File: config.mk
export PLATFORM = sky130hd
export DESIGN_NAME = misr_sig_analyzer
export DESIGN_NICKNAME = d
export VERILOG_FILES = /design/src/rtl/bist_pkg.sv /design/src/rtl/misr_lfsr_core.sv /design/src/rtl/misr_sig_analyzer.sv
export SDC_FILE = /design/constraint.sdc
export NUM_CORES = 1
export LEC_CHECK = 0
export ABC_AREA = 1
export CAP_MARGIN = 20
export CORE_MARGIN = 2
export CORE_UTILIZATION = 45
export DETAILED_ROUTE_END_ITERATION = 12
export GPL_TIMING_DRIVEN = 0
export HOLD_SLACK_MARGIN = 0.03
export PLACE_DENSITY = 0.83
export SYNTH_ARGS = -nofsm -noshare
export SYNTH_HDL_FRONTEND = slang
export SYNTH_HIERARCHICAL = 1
export SYNTH_SLANG_ARGS = --single-unit
File: constraint.sdc
create_clock -name clock -period 5.3 [get_ports clock]
set_input_delay 1.06 -clock clock [delete_from_list [all_inputs] [get_ports clock]]
set_output_delay 1.06 -clock clock [all_outputs]
set_load 0.005 [all_outputs]
File: src/rtl/bist_pkg.sv
`default_nettype none
// ============================================================================
// Module   : bist_pkg
// Purpose  : Shared BIST definitions: session state encoding and the
//            feedback polynomials used by the signature analyzers.
// Revision : 1.0 - initial release
// ============================================================================
package bist_pkg;

  // Session state of a signature analyzer
  typedef enum logic [1:0] {
    IDLE = 2'd0,
    RUN  = 2'd1,
    DONE = 2'd2
  } misrState_t;

  // x^16 + x^12 + x^3 + x + 1, primitive, giving a 65535-step period
  localparam logic [15:0] POLY16_DEFAULT = 16'h100B;

  // x^4 + x + 1, matches the legacy 4-bit MISR so old goldens stay valid
  localparam logic [3:0]  POLY4_LEGACY   = 4'h3;

endpackage
`default_nettype wire

File: src/rtl/misr_lfsr_core.sv
`default_nettype none
// ============================================================================
// Module   : misr_lfsr_core
// Purpose  : Galois-form multiple-input signature register. Load has
//            priority over enable; the next value is also exported so the
//            caller can compare it in the same cycle it is captured.
// Revision : 1.0 - initial release
// ============================================================================
module misr_lfsr_core #(
  parameter int              WIDTH = 16,
  parameter logic [WIDTH-1:0] POLY = WIDTH'(16'h100B)
) (
  input  logic             clock,
  input  logic             reset,
  input  logic             load,
  input  logic [WIDTH-1:0] loadValue,
  input  logic             enable,
  input  logic [WIDTH-1:0] dataIn,
  output logic [WIDTH-1:0] sig,
  output logic [WIDTH-1:0] sigNext
);

  logic [WIDTH-1:0] r_sig;
  logic [WIDTH-1:0] w_next;

  // One compaction step, every bit in parallel from the current value
  for (genvar i = 0; i < WIDTH; i++) begin : g_step
    if (i == 0) begin : g_lsb
      assign w_next[i] = (POLY[i] & r_sig[WIDTH-1]) ^ dataIn[i];
    end else begin : g_upper
      assign w_next[i] = r_sig[i-1] ^ (POLY[i] & r_sig[WIDTH-1]) ^ dataIn[i];
    end
  end

  // Signature register: seed load wins over a compaction step
  always_ff @(posedge clock or posedge reset) begin
    if (reset) begin
      r_sig <= '0;
    end else if (load) begin
      r_sig <= loadValue;
    end else if (enable) begin
      r_sig <= w_next;
    end
  end

  assign sig     = r_sig;
  assign sigNext = w_next;

endmodule
`default_nettype wire

File: src/rtl/misr_sig_analyzer.sv
`default_nettype none
// ============================================================================
// Module   : misr_sig_analyzer
// Purpose  : MISR with session control. Compacts num_patterns response
//            vectors from a seed, then compares against golden and holds
//            done/pass until the next start.
// Revision : 1.0 - initial release
// ============================================================================
module misr_sig_analyzer
  import bist_pkg::*;
#(
  parameter int               WIDTH   = 16,
  parameter logic [WIDTH-1:0] POLY    = WIDTH'(POLY16_DEFAULT),
  parameter int               COUNT_W = 16
) (
  input  logic               clock,
  input  logic               reset,
  input  logic               start,
  input  logic [WIDTH-1:0]   seed,
  input  logic [COUNT_W-1:0] num_patterns,
  input  logic               data_valid,
  input  logic [WIDTH-1:0]   data_in,
  input  logic [WIDTH-1:0]   golden,
  output logic [WIDTH-1:0]   sig_out,
  output logic               busy,
  output logic               done,
  output logic               pass
);

  misrState_t         r_state;
  misrState_t         w_stateNext;
  logic [COUNT_W-1:0] r_count;
  logic               r_pass;
  logic [WIDTH-1:0]   w_sigNext;
  logic               w_step;
  logic               w_lastVec;
  logic               w_zeroCount;

  // start in any state restarts; it pre-empts a same-cycle data vector
  assign w_step      = (r_state == RUN) && data_valid && !start;
  assign w_lastVec   = w_step && (r_count == COUNT_W'(1));
  assign w_zeroCount = (num_patterns == '0);

  misr_lfsr_core #(
    .WIDTH (WIDTH),
    .POLY  (POLY)
  ) u_core (
    .clock     (clock),
    .reset     (reset),
    .load      (start),
    .loadValue (seed),
    .enable    (w_step),
    .dataIn    (data_in),
    .sig       (sig_out),
    .sigNext   (w_sigNext)
  );

  // Session state register
  always_ff @(posedge clock or posedge reset) begin
    if (reset) begin
      r_state <= IDLE;
    end else begin
      r_state <= w_stateNext;
    end
  end

  // Next-state decode: start always opens a new session
  always_comb begin
    w_stateNext = r_state;
    if (start) begin
      w_stateNext = w_zeroCount ? DONE : RUN;
    end else begin
      case (r_state)
        RUN:     if (w_lastVec) w_stateNext = DONE;
        DONE:    w_stateNext = DONE;
        default: w_stateNext = r_state;
      endcase
    end
  end

  // Remaining-vector counter; only decremented on an accepted vector in RUN
  always_ff @(posedge clock or posedge reset) begin
    if (reset) begin
      r_count <= '0;
    end else if (start) begin
      r_count <= num_patterns;
    end else if (w_step && (r_count != '0)) begin
      r_count <= r_count - COUNT_W'(1);
    end
  end

  // Verdict: golden is looked at only in the cycle the session completes
  always_ff @(posedge clock or posedge reset) begin
    if (reset) begin
      r_pass <= 1'b0;
    end else if (start) begin
      r_pass <= w_zeroCount && (seed == golden);
    end else if (w_lastVec) begin
      r_pass <= (w_sigNext == golden);
    end
  end

  assign busy = (r_state == RUN);
  assign done = (r_state == DONE);
  assign pass = r_pass;

endmodule
`default_nettype wire

# Word-level counts from Yosys, hierarchy flattened
# Index checks and enable logic that the tools add are counted.
[op_classes]
add_sub_neg = 1
mul = 0
n_div = 0
order_cmp = 0
n_eq_ne = 6
shift = 0
n_mux = 10
bitwise = 19
reduce_logical = 13
[op_table]
columns = ["op", "n"]
rows = [
  ["$mux 16", 4],
  ["$eq 16x16->1", 2],
  ["$xor 1x1->1", 19],
  ["$eq 16x1->1 const B", 1],
  ["$logic_not 16->1", 1],
  ["$reduce_bool 16->1", 1],
  ["$sub 16x1->16 const B", 1],
  ["$mux 2", 3],
  ["$reduce_bool 2->1", 3],
  ["$logic_and 1x1->1", 5],
  ["$pmux 2 s2", 1],
  ["$ne 3x2->1 const B", 1],
  ["$reduce_bool 3->1", 1],
  ["$eq 2x1->1 const B", 1],
  ["$eq 2x2->1 const B", 1],
  ["$mux 1", 2],
  ["$reduce_and 2->1", 1],
  ["$logic_not 1->1", 1],
]
[word_totals]
regBits = 35
latch_bits = 0
mem_bits_rw = 0
mem_bits_ro = 0
input_bits = 68
output_inout_bits = 19
wordCells = 53
n_memories = 0

# Depth between registers and ports, before layout
[logic_depth]
depth_word = 7
ltp_mapped = 14
mapped_depth_nobuf = 14

# Hierarchy
# The synthesis kept the hierarchy.
[by_module_without_submodules]
columns = ["mod", "instances", "cells_per_inst", "area_each_um2", "seq_area_each_um2"]
rows = [
  ["misr_sig_analyzer", 1, 360, 2009.4, 475.5],
  ["misr_lfsr_core", 1, 111, 1069.8, 400.4],
]

# Worst setup path after synthesis
# No wires, ideal clock.
[synth_path]
kind = "input -> register"
from = "input start"
to = "register u_core.r_sig[0] (netlist: u_core/sig[0])"
setup_ps = 74
arrival_ps = 2012
required_ps = 5226
slack_ps = 3214
stages = 7
path_buffers = 2
path_cell_list = "clkbuf_1 -> nor2_1 -> inv_2 -> nor2_8 -> inv_4 -> buf_12 -> o21ai_2"
[synth_between]
elab_chain_len = 3
elab_cells_between_ends = 4
cone_classes = "mux (1); reduce/logical (3)"
[synth_rtl]
columns = ["element", "line_no", "rtl"]
rows = [
  ["start: declaration", "misr_sig_analyzer.sv:18", "input logic start,"],
  ["$logic_not 1->1", "misr_sig_analyzer.sv:40", "assign w_step = (r_state == RUN) && data_valid && !start;"],
  ["$logic_and 1x1->1", "misr_sig_analyzer.sv:40", ""],
  ["net w_step", "misr_sig_analyzer.sv:35", "logic w_step;"],
  ["$reduce_bool 2->1 (no line)", "n/a", ""],
  ["end signal: assignment", "misr_lfsr_core.sv:40", "r_sig <= loadValue;"],
  ["end signal: assignment", "misr_lfsr_core.sv:42", "r_sig <= w_next;"],
  ["end: declaration", "misr_lfsr_core.sv:23", "logic [WIDTH-1:0] r_sig;"],
]
# The timed path passes the listed nets, and every way through them passes these cells.
# A chain may end at the register's enable or synchronous reset.

# Worst setup path after layout
[layout_path]
from = "input data_valid"
to = "register r_count[13]"
[layout_between]
elab_chain_len = 4
[layout_rtl]
columns = ["element", "line_no", "rtl"]
rows = [
  ["start: declaration", "misr_sig_analyzer.sv:21", "input logic data_valid,"],
  ["$logic_and 1x1->1 (2 in series)", "misr_sig_analyzer.sv:40", ""],
  ["net w_step", "misr_sig_analyzer.sv:35", ""],
  ["$logic_and 1x1->1", "misr_sig_analyzer.sv:87", "end else if (w_step && (r_count != '0)) begin"],
  ["$reduce_bool 2->1 (no line)", "n/a", ""],
  ["end signal: assignment", "misr_sig_analyzer.sv:86", "r_count <= num_patterns;"],
  ["end signal: assignment", "misr_sig_analyzer.sv:88", "r_count <= r_count - COUNT_W'(1);"],
  ["end: declaration", "misr_sig_analyzer.sv:32", "logic [COUNT_W-1:0] r_count;"],
]
# The timed path passes the listed nets, and every way through them passes these cells.

==> results.sh <==
export IMPL_critical_path_class="in -> reg"
export IMPL_grt_util_all_layers=0.244
export IMPL_start_util=0.458
export IMPL_syn_instance_count=471
export IMPL_die_w_um=86.7
export IMPL_wl_per_cell_um=13.8
export IMPL_totalWireLength_um=8870
export IMPL_die_height_um=86.7
export IMPL_path_common_cell="nand3_1"
export IMPL_syn_nets=541
export IMPL_ios=87
export IMPL_num_rows=30
export IMPL_cp_cell_sequence="clkdlybuf4s50_1 -> nand2_1 -> nor2_1 -> a21boi_0 -> nand3_1 -> nand3_1"
export IMPL_worstMarginPinSlew_ns=0.780
export IMPL_seq_area_um2=876
export IMPL_fin_worst_skew_ns=0.0173
export IMPL_synth_area_um2=3080
export IMPL_start_kind="primary input"
export IMPL_n_fill_cell=619
export IMPL_h_tree_depth=2
export IMPL_path_buf_inv=1
export IMPL_hpwl_um=7050
export IMPL_cts_tree="yes"
export IMPL_yosys_area_top_type="dfrtp_1"
export IMPL_root_buffer="clkbuf_8"
export IMPL_antenna_found_initial=0
export IMPL_finalSetupTns_ns=0
export IMPL_grt_max_degree=20
export IMPL_finalCriticalPeriod_ns=2.46
export IMPL_clock_latency_ns=0.31
export IMPL_antenna_cells=0
export IMPL_grt_pass1_wl_um=14300
export IMPL_dr_pass1_iters=5
export IMPL_slew_viol_final=0
export IMPL_via_per_inst=5.13
export IMPL_ir_drop_mv=0.142
export IMPL_crit_arrival_ns=2.71
export IMPL_hold_viol_final=0
export IMPL_cts_repair_resized=0
export IMPL_drive_gt1_frac=0.106
export IMPL_multiInputGateArea_um2=1810
export IMPL_synth_area_leaders="dfrtp_1 28%, nand2_1 18%, inv_1 9.3%"
export IMPL_postLayoutCoreUtil=0.617
export IMPL_crit_slowest_cell="a21boi_0"
export IMPL_leakagePower_nw=2.05
export IMPL_ant_nets=0
export IMPL_finalCritPeriodShare=0.464
export IMPL_yosysSeqAreaShare=0.284
export IMPL_cp_top_family="simple AND/OR/NAND/NOR gates"
export IMPL_crit_fanout=4
export IMPL_rsz0062_at_grt="no"
export IMPL_cts_sinks=35
export IMPL_drv_cap=0
export IMPL_io_buffers=85
export IMPL_crit_path_end_kind="flip-flop"
export IMPL_drcViolationCount=0
export IMPL_worst_slack_ns=2.84
export IMPL_post_synth_top_area_fraction=0.284
export IMPL_globalplace_congestion=0.925
export IMPL_nets=633
export IMPL_power_density_nw_per_um2=228
export IMPL_route_vias_total=3301
export IMPL_drtIter0Drc=223
export IMPL_synth_distinct_cells=36
export IMPL_numCtsBuffers=5
export IMPL_cts_clk_slew_worst_paths_ns=0.10
export IMPL_yosys_warnings=6
export IMPL_fmax_ghz=0.407
export IMPL_dp_slack_ns=2.57
export IMPL_core_area_um2=6720
export IMPL_grt_ovfl_total=0
export IMPL_required_ns=5.55
export IMPL_clockBufferDepth=2
export IMPL_ctsHoldBuffers=0
export IMPL_setup_viol=0
export IMPL_fp_dieArea_um2=7520
export IMPL_status="complete, no violations"
export IMPL_dp_cells=636
export IMPL_max_slew_margin=0.479
export IMPL_synth_seq_cells=35
export IMPL_final_cells=644
export IMPL_slowest_delay_ns=0.49
export IMPL_syn_area_per_cell_um2=6.54
export IMPL_hold_path_class="reg -> reg"
export IMPL_post_cts_setup_buffers=0
export IMPL_grt_pass1_vias=3074
export IMPL_area_growth_pct=34.5
synthesized netlist by cell type (all sizes together):
master  count
nand2     156
inv        79
nor2       62
nand3      36
dfrtp      35
o21ai      30
xnor2      21
a22oi      17
buf         7
clkbuf      4
nand4       4
or2         4
a21oi       3
and2        3
a31oi       2
ha          2
xor2        2
a21boi      1
nand3b      1
nor3        1
o21bai      1
routing by layer:
metal	up-vias	share of wire	track usage
met5	-	0	0
met4	0	0.025	0.0923
met3	19	0.056	0.0371
met2	114	0.48	0.407
met1	1523	0.44	0.320
li1	1645	-	-
layout by cell type, fill, tap and decap left out, types with 2 or more instances in the layout:
master / instances
a21oi_1: 3
a22oi_1: 7
a22oi_2: 10
a31oi_1: 2
and2_1: 3
buf_6: 3
clkbuf_1: 4
clkbuf_8: 5
clkdlybuf4s50_1: 85
dfrtp_1: 35
ha_1: 2
inv_1: 76
inv_2: 2
nand2_1: 150
nand2_2: 4
nand2_4: 2
nand3_1: 35
nand4_1: 4
nor2_1: 57
nor2_4: 3
o21ai_0: 11
o21ai_1: 3
o21ai_2: 16
or2_2: 4
xnor2_1: 21
xor2_1: 2
worst reg2reg max path: cells and delay by family (launching register included):
family	cells	cell delay, ns
flops	1	0.42
fa+ha+maj	1	0.22
simple gates	9	0.88
buf+inv	2	0.32
stage by stage:
stage / area, µm² / total power, mW / hold slack [ns]
after floorplan: 3080 / 0.546 / 0.488
after global placement: 4030 / 0.676 / 0.507
after detailed placement: 4030 / 0.687 / 0.525
after CTS: 4140 / 0.945 / 0.547
after global routing: 4140 / 0.997 / 0.580
final: 4140 / 0.946 / 0.547
kinds of logic (layout without fill, tap and decap cells):
kind of cell	Yosys count	count (layout)	share of synthesized area
simple gates	267	267	0.374
buf+inv	90	183	0.128
compound gates	54	54	0.140
flops	35	35	0.284
xor+xnor	23	23	0.0654
fa+ha+maj	2	2	0.00813
final cells by class:
cell class                 count  area share
inverter                      79      0.0722
multi-input combinational    346       0.436
clock inverter                 3      0.0106
clock buffer                   5      0.0166
timing repair buffer          85       0.205
buffer                        11      0.0233
sequential                    35       0.211
tap                           80      0.0242
sequential cells by signal (all words and copies together), names as in the netlist:
name,count
r_count,16
u_core/sig,16
r_state,2
pass,1
power breakdown:
group	internal (mW)	total, mW	switching (mW)	leakage [nW]
clock	0.140	0.259	0.119	0.0581
combinational	0.167	0.348	0.181	1.57
sequential	0.299	0.338	0.0392	0.426
total	0.606	0.946	0.339	2.05
final timing paths:
kind	start	to	slack (ns)	cells past startpoint
max	data_valid	r_count[13]	2.84	6
min	r_state[1]	r_state[1]	0.55	2
max reg2reg	r_count[0]	r_count[8]	3.36	12
min reg2reg	r_state[1]	r_state[1]	0.55	2
max in group asynchronous	reset	r_count[15]	3.59	2
min in group asynchronous	reset	u_core/sig[11]	1.17	2
(Power assumes the default switching activity.)
